===== config.mk =====
export PLATFORM = sky130hd
export DESIGN_NAME = bitrev_reorder
export DESIGN_NICKNAME = d
export VERILOG_FILES = /design/src/rtl/fft_pkg.sv /design/src/rtl/bitrev_reorder_ram.sv /design/src/rtl/bitrev_reorder.sv
export SDC_FILE = /design/constraint.sdc
export NUM_CORES = 2
export LEC_CHECK = 0
export CORE_MARGIN = 2
export CORE_UTILIZATION = 31
export CTS_CLUSTER_SIZE = 10
export DETAILED_ROUTE_END_ITERATION = 7
export SLEW_MARGIN = 25
export SYNTH_ARGS = -nofsm -noshare
export SYNTH_HDL_FRONTEND = slang
export SYNTH_SLANG_ARGS = --single-unit

===== constraint.sdc =====
create_clock -name clock -period 3.5 [get_ports clock]
set_input_delay 0.7 -clock clock [delete_from_list [all_inputs] [get_ports clock]]
set_output_delay 0.7 -clock clock [all_outputs]
set_load 0.02 [all_outputs]

===== src/rtl/fft_pkg.sv =====
// Shared FFT pipeline definitions: default frame size, bit-reversal helper,
// and the reorder stage's read FSM state type.
package fft_pkg;

   localparam int FFT_LOG_N_DEFAULT = 6;
   localparam int FFT_LOG_N_MAX     = 12;

   typedef enum logic {
      IDLE = 1'b0,
      READ = 1'b1
   } rd_state_t;

   // Reverses the low 'bits' bits of value; bits above that come back as 0.
   function automatic logic [FFT_LOG_N_MAX-1:0] bitrev(
      input logic [FFT_LOG_N_MAX-1:0] value,
      input int                       bits
   );
      logic [FFT_LOG_N_MAX-1:0] w_res;
      w_res = '0;
      for (int b = 0; b < FFT_LOG_N_MAX; b++) begin
         if (b < bits) begin
            w_res[b] = value[bits-1-b];
         end
      end
      return w_res;
   endfunction

endpackage


===== src/rtl/bitrev_reorder_ram.sv =====
// Simple dual-port frame buffer for bitrev_reorder: one write port and one
// registered read port, address = {bank, index}.
module reorder_ram #(
   parameter int DW = 32,
   parameter int AW = 7
) (
   input  logic          clock,
   input  logic          i_we,
   input  logic [AW-1:0] i_waddr,
   input  logic [DW-1:0] i_wdata,
   input  logic [AW-1:0] i_raddr,
   output logic [DW-1:0] o_rdata
);

   logic [DW-1:0] r_mem [2**AW];

   // NOTE: the array has no reset so it maps onto block RAM; the reader never
   // consumes an entry the writer has not filled since the last reset.
   always_ff @(posedge clock) begin
      if (i_we) begin
         r_mem[i_waddr] <= i_wdata;
      end
      o_rdata <= r_mem[i_raddr];
   end

endmodule


===== src/rtl/bitrev_reorder.sv =====
// Bit-reversed to natural order reorder stage after the last SDF FFT stage.
// Optional macro BITREV_REORDER_XMASK_EN drives outputs to x while odata_en is 0.
module bitrev_reorder
   import fft_pkg::*;
#(
   parameter int WIDTH = 16,
   parameter int LOG_N = FFT_LOG_N_DEFAULT
) (
   input  logic             clock,
   input  logic             reset_n,
   input  logic             idata_en,
   input  logic [WIDTH-1:0] idata_r,
   input  logic [WIDTH-1:0] idata_i,
   output logic             odata_en,
   output logic [WIDTH-1:0] odata_r,
   output logic [WIDTH-1:0] odata_i
);

   localparam int             N    = 1 << LOG_N;
   localparam logic [LOG_N-1:0] LAST = LOG_N'(N - 1);
   localparam logic [LOG_N-1:0] ONE  = LOG_N'(1);

   logic [LOG_N-1:0]   r_wcnt;
   logic               r_wbank;
   logic [1:0]         r_ready;
   rd_state_t          r_state;
   logic               r_rbank;
   logic [LOG_N-1:0]   r_rcnt;
   logic               r_ren_d1;

   logic               w_wrap;
   logic               w_last_rd;
   logic [1:0]         w_set;
   logic [1:0]         w_clr;
   logic [LOG_N-1:0]   w_widx;
   logic [LOG_N:0]     w_waddr;
   logic [LOG_N:0]     w_raddr;
   logic [2*WIDTH-1:0] w_rdata;

   assign w_widx    = LOG_N'(bitrev(FFT_LOG_N_MAX'(r_wcnt), LOG_N));
   assign w_waddr   = {r_wbank, w_widx};
   assign w_raddr   = {r_rbank, r_rcnt};
   assign w_wrap    = idata_en && (r_wcnt == LAST);
   assign w_last_rd = (r_state == READ) && (r_rcnt == LAST);
   assign w_set     = w_wrap    ? (2'b01 << r_wbank) : 2'b00;
   assign w_clr     = w_last_rd ? (2'b01 << r_rbank) : 2'b00;

   reorder_ram #(
      .DW (2*WIDTH),
      .AW (LOG_N+1)
   ) u_ram (
      .clock   (clock),
      .i_we    (idata_en),
      .i_waddr (w_waddr),
      .i_wdata ({idata_r, idata_i}),
      .i_raddr (w_raddr),
      .o_rdata (w_rdata)
   );

   // NOTE: sequential state uses non-blocking assignments only, so every
   // block sees the pre-edge values of r_ready, r_rbank and r_wcnt.
   always_ff @(posedge clock or negedge reset_n) begin
      if (!reset_n) begin
         r_wcnt  <= '0;
         r_wbank <= 1'b0;
      end else if (idata_en) begin
         r_wcnt <= r_wcnt + ONE;
         if (w_wrap) begin
            r_wbank <= ~r_wbank;
         end
      end
   end

   // Set and clear always target different banks, so the order is irrelevant.
   always_ff @(posedge clock or negedge reset_n) begin
      if (!reset_n) begin
         r_ready <= 2'b00;
      end else begin
         r_ready <= (r_ready & ~w_clr) | w_set;
      end
   end

   always_ff @(posedge clock or negedge reset_n) begin
      if (!reset_n) begin
         r_state <= IDLE;
         r_rbank <= 1'b0;
         r_rcnt  <= '0;
      end else begin
         case (r_state)
            IDLE: begin
               if (|r_ready) begin
                  r_state <= READ;
                  r_rbank <= ~r_ready[0];
                  r_rcnt  <= '0;
               end
            end
            READ: begin
               r_rcnt <= r_rcnt + ONE;
               // Chain straight into the other bank to keep the stream gapless.
               if (r_rcnt == LAST) begin
                  if (r_ready[~r_rbank] || w_set[~r_rbank]) begin
                     r_rbank <= ~r_rbank;
                  end else begin
                     r_state <= IDLE;
                  end
               end
            end
            default: r_state <= IDLE;
         endcase
      end
   end

   always_ff @(posedge clock or negedge reset_n) begin
      if (!reset_n) begin
         r_ren_d1 <= 1'b0;
         odata_en <= 1'b0;
         odata_r  <= '0;
         odata_i  <= '0;
      end else begin
         r_ren_d1 <= (r_state == READ);
         odata_en <= r_ren_d1;
         if (r_ren_d1) begin
            odata_r <= w_rdata[2*WIDTH-1:WIDTH];
            odata_i <= w_rdata[WIDTH-1:0];
         end
`ifdef BITREV_REORDER_XMASK_EN
         else begin
            odata_r <= 'x;
            odata_i <= 'x;
         end
`else
`endif
      end
   end

endmodule


* Word level (Yosys, flattened, before mapping)
Memory sizes are Yosys's and may differ from the RTL's. A register that Yosys moved wholly into a read port is not among the register bits.
Index checks and enable logic that the tools add are counted.
W data, S select, Z words.
** Storage, ports and cells
- Memory bits (writable) :: 4096
- Input port bits :: 35
- Logic and storage cells :: 52
- Memories :: 1
- Register bits after elaboration :: 51
** Memories
- u_ram.r_mem :: words 128, width 32, read ports 1, clocked after memory_dff 1, wr ports 1, RTL line bitrev_reorder_ram.sv:15 : logic [DW-1:0] r_mem [2**AW];
** Cells by class
- Order comparisons :: 1
- Muxes and demuxes :: 18
- Add/subtract/negate cells :: 2
- Equal/unequal tests :: 5
- Shifts and indexed selects :: 2
- Bitwise gates (word level) :: 7
- Reductions and logical operators :: 6
** Operators by type and width (count)
- $add A6 B1 Y6 const B :: 2
- $eq A6 B6 Y1 const B :: 2
- $mux W1 :: 12
- $pmux W6 S2 :: 1
- $mux W6 :: 1
- $mux W2 :: 2
- $ne A2 B1 Y1 const B :: 2
- $not A1 Y1 :: 4
- $pmux W1 S2 :: 2
- $shl A1 B1 Y2 const A :: 2
- $reduce_and A3 Y1 :: 1
- $and A2 B2 Y2 :: 1
- $logic_and A1 B1 Y1 :: 2
- $lt A1 B2 Y1 const B :: 1
- $ne A2 B2 Y1 const B :: 1
- $not A2 Y2 :: 1
- $or A2 B2 Y2 :: 1
- $reduce_and A2 Y1 :: 1
- $reduce_or A2 Y1 :: 1
- $logic_or A1 B1 Y1 :: 1

* Depth between registers and ports, before layout
- Word-level depth :: 9
- Gate-level depth with buffers :: 8
- Mapped depth without buffers :: 6

* By module
Synthesis repeated with hierarchy kept, for this count alone.
** Second synthesis, totals
- Cell total of the unflattened synthesis :: 6136
- Area total of the unflattened synthesis :: 158333.1 µm²
** By module, submodules not included
- reorder_ram :: area an instance 156276.1 µm², times used 1, sequential area each 123638.6 µm², cells each 5990
- bitrev_reorder :: area an instance 2057.0 µm², times used 1, sequential area each 1276.2 µm², cells each 146

* Least setup slack after synthesis
OpenSTA, ideal clock, no wires.
- Path kind :: input to register
- From :: input port idata_en
- To :: memory u_ram.r_mem[81][0], enable pin
- Setup time :: 0.461 ns
- Required time :: 3.039 ns
- Slack :: -0.529 ns
- Data arrival time :: 3.568 ns
- Stages on the path :: 3
- Cells stage by stage :: clkbuf_1 > nand4_1 > nor3_1
** On the way
- Word-level cells in the longest chain between the ends :: 2
** Ends and longest elaborated chain
- from (decl) :: RTL line bitrev_reorder.sv:11 : input logic idata_en,
- $mux W1 :: RTL line bitrev_reorder_ram.sv:20 : if (i_we) begin
- $mux W1 (not written as such) :: RTL line bitrev_reorder_ram.sv:21 : r_mem[i_waddr] <= i_wdata;
- to (decl) :: RTL line bitrev_reorder_ram.sv:15
No other way between the ends.

==> summary.txt <==
Run
  • Max Cap Viol: 0

Drt
  • DR vias: 73.4k
  • ANT nets after route: 0
  • Via/cell ratio: 5.32
  • Detailed Routing Iterations Pass 1: 5
  • WL per Instance: 31.6 um
  • Drt drc: 0
  • First-iteration detailed-routing DRC count: 9619
  • Total Wirelength: 435000 um

Place
  • Final HPWL DP: 245000 um
  • Buffers on Ports: between 60 and 70
  • Placed insts: about 13k
  • Pre-CTS WS: -0.167 ns
  • Gpl congestion: 0.791

Worst setup path
  • Critical Path RT: 4.36 ns
  • Reg-to-reg slack, setup: between 0.005 and 0.006 ns
  • Worst reg-to-reg path cell count: 8
  • Most used cell along the critical path: mux4_2
  • CP max FO: 16
  • CP Launch Type: register
  • FF-to-FF Start: r_rcnt[0]$_DFFE_PN0P_
  • CP max stage delay: 0.68 ns
  • CP arrival: 4.35 ns
  • Slowest CP cell: mux4_2
  • RR Endpoint: u_ram.o_rdata[3]$_DFF_P_
  • Worst Setup Path Type: reg2reg
  • Cells along the critical path: buf_12, buf_16, buf_6, buf_12, mux4_2, mux4_2, mux4_2, mux2_2
  • Critical Path Sink Type: register

Floorplan
  • Overall die width: just over 700 um
  • Die ar.: 517000 um^2
  • Core footprint: about 500000 um^2
  • Standard-cell rows: 262
  • Initial cell density of the core: 31.1%
  • Die height: approximately 720 um
  • IO Pins: 68

Power
  • PwrDens: 547 nW/um^2
  • Pleak: approximately 57 nW
  • Max IR drop VDD: 445 uV

Yosys
  • Sequential area share after synthesis: about four fifths
  • Mapped Area: 158000 um^2
  • Synth Instances: 6138
  • Number of flops mapped to enable cells by yosys: 4096
  • Syn nets: 6175
  • Predominant post-synthesis flop cell: edfxtp_1
  • Syn avg cell area: ~26 um^2
  • Synthesized flop and latch total: 4179
  • Synth unique cells: 35
  • Async SR Flop Fraction: 1.22%
  • YS warnings: 0

CTS
  • Root buf cell: clkbuf_16
  • H-tree Lvls: 5
  • Inserted Clock Buffers: 461
  • Worst-path clk slew: ~0.060 ns
  • Clock Tree Buf Depth: 4
  • CTS tree: done
  • CTS Sinks: ~4.2k
  • Worst-Skew Late Latency: 0.99 ns

STA
  • Relative slew margins: 28.6%
  • Clock skew: 0.0917 ns
  • Setup_tns: 0 ns
  • RSZ-0062 raised after global routing: true
  • Slew Viols, Final: 0
  • Min Tclk post-route: 3.49 ns
  • Final worst-path cycle share: between 90% and 100%
  • Final worst slack: 0.00535 ns
  • Fmax: 0.286 GHz
  • Final Setup Violations: 0
  • Fin. Hold Viols: 0
  • Worst slew pin tran: 1.07 ns

Status
  • Status: complete, no violations

Global routing
  • Largest net degree at the start of global routing: 129
  • First-pass GRT wire length: 598000 um
  • Gr usage total: around 16%
  • Total grt overflow: 0
  • Initial antenna violation count: 70
  • Vias in the first global route: approximately 74k

Cells and area
  • Fin cells: 13.8k
  • Layout cell share with drive strength beyond 1: ~36%
  • Area grow syn2layout: 18.2%
  • # nets final: 6848

Min path
  • End of the worst hold path: u_ram.r_mem[60][23]$_DFFE_PP_
  • Hold wc startpoint: idata_r[7]
  • HP Class: in2reg
  • WHS Path Cells: 1
-- worst max-delay path: cells and delay by family (launching register included) --
kind,cells,cell delay [ns]
buffers and inverters,4,0.69
DFF,1,0.43
muxes,4,2.19
-- area by class of cell --
class	instances	area, um^2
Antenna cell	61	153
Clock buffer	609	12200
Clock inverter	35	594
Fill cell	45000	322000
Inverter	2	10.0
Multi-Input combinational cell	1632	33100
Sequential cell	4179	125000
Tap cell	6732	8420
Timing Repair Buffer	535	7700
-- sequential cells by signal (all words and copies together), names as in the netlist --
name / flops
odata_en: 1
odata_i: 16
odata_r: 16
r_rbank: 1
r_rcnt: 6
r_ready: 2
r_ren_d1: 1
r_state: 1
r_wbank: 1
r_wcnt: 6
u_ram.o_rdata: 32
u_ram.r_mem: 4096
-- report_power, final --
| part | internal, mW | leakage (nW) | switching [mW] |
|---|---|---|---|
| clock network | 24.1 | 6.17 | 18.5 |
| logic | 0.779 | 13.0 | 2.67 |
| registers | 56.0 | 37.7 | 0.301 |
-- layout by cell type, fill, tap and decap left out, drive strengths merged, types with 2 or more instances in the layout --
| cell type | netlist | routed |
|---|---|---|
| clkbuf | 184 | 612 |
| bufbuf | 0 | 6 |
| xor2 | 2 | 2 |
| diode | 0 | 61 |
| ha | 2 | 2 |
| clkdlybuf4s50 | 0 | 34 |
| a21oi | 2 | 2 |
| nand2b | 4 | 4 |
| nor2b | 7 | 7 |
| mux4 | 1344 | 1344 |
| inv | 2 | 9 |
| a22o | 2 | 2 |
| o21ai | 4 | 4 |
| nand2 | 25 | 25 |
| or3 | 2 | 2 |
| nor3 | 10 | 10 |
| dfxtp | 32 | 32 |
| clkinvlp | 0 | 2 |
| mux2 | 66 | 66 |
| dfrtp | 51 | 51 |
| nand3 | 15 | 15 |
| buf | 141 | 491 |
| xnor2 | 5 | 5 |
| nand4 | 4 | 4 |
| clkinv | 0 | 26 |
| nor2 | 124 | 124 |
| edfxtp | 4096 | 4096 |
| and3 | 4 | 4 |
-- cells by family after synthesis --
kind of cell             synth area share, %
XOR/XNOR                              0.0387
multiplexers                            19.6
AND/OR/NAND/NOR                        0.525
buffers and inverters                  0.879
AO/OA/AOI/OAI                         0.0719
adder cells (fa/ha/maj)               0.0158
flip-flops                              78.9
-- worst max-delay path by stage --
stage,startpoint,endpoint,cells past startpoint
floorplan,idata_en,u_ram.r_mem[81][0]$_DFFE_PP_,3
global placement,r_rcnt[0]$_DFFE_PN0P_,u_ram.o_rdata[23]$_DFF_P_,7
detailed placement,r_rcnt[0]$_DFFE_PN0P_,u_ram.o_rdata[23]$_DFF_P_,7
CTS,r_rcnt[0]$_DFFE_PN0P_,u_ram.o_rdata[6]$_DFF_P_,9
global route,r_rcnt[0]$_DFFE_PN0P_,u_ram.o_rdata[6]$_DFF_P_,8
finish,r_rcnt[0]$_DFFE_PN0P_,u_ram.o_rdata[3]$_DFF_P_,8
-- metal layers --
metal | global-route usage [%] | routed length, um | vias to the layer above | part of all wire (%)
li1 | - | - | 28200 | -
met1 | 22.3 | 172000 | 40900 | 40
met3 | 3.44 | 39700 | 631 | 9.1
met2 | 26.7 | 211000 | 3615 | 48
met4 | 4.51 | 12100 | 24 | 2.8
met5 | 0 | 149 | - | 0.034
-- cells in the mapped netlist (7+ instances only) --
cell type | n | area, um^2
nand2_1 | 25 | 93.8
nor2b_1 | 7 | 43.8
nand3_1 | 15 | 75.1
mux2_2 | 66 | 743
dfxtp_1 | 32 | 641
mux4_2 | 1344 | 30300
buf_1 | 35 | 131
buf_2 | 101 | 505
nor2_1 | 124 | 465
edfxtp_1 | 4096 | 123000
nor3_1 | 10 | 50.1
clkbuf_1 | 184 | 691
dfrtp_1 | 51 | 1280
-- what timing repair did --
action | 4_1_cts | 5_1_grt
setup buffers | 4 | 33
cloned | 6 | 3
hold buffers | 1 | 0
resized for setup | 22 | 19
endpoints found under the hold margin | 37 | 0
endpoints found under the setup margin | 16 | 13
-- metrics by stage --
| step | hold WS [ns] | instance area, um^2 | total power [mW] | util (%) |
|---|---|---|---|---|
| 2_1_floorplan | 0.352 | 158000 | 58.2 | - |
| 3_3_place_gp | 0.502 | 173000 | 60.6 | 34.0 |
| 3_5_place_dp | 0.493 | 173000 | 60.7 | 34.0 |
| 4_1_cts | 0.138 | 187000 | 103 | 36.6 |
| 5_1_grt | 0.115 | 187000 | 105 | 36.7 |
| 6_report | 0.164 | 187000 | 102 | 36.8 |
Power figures use the tool's default switching activity.
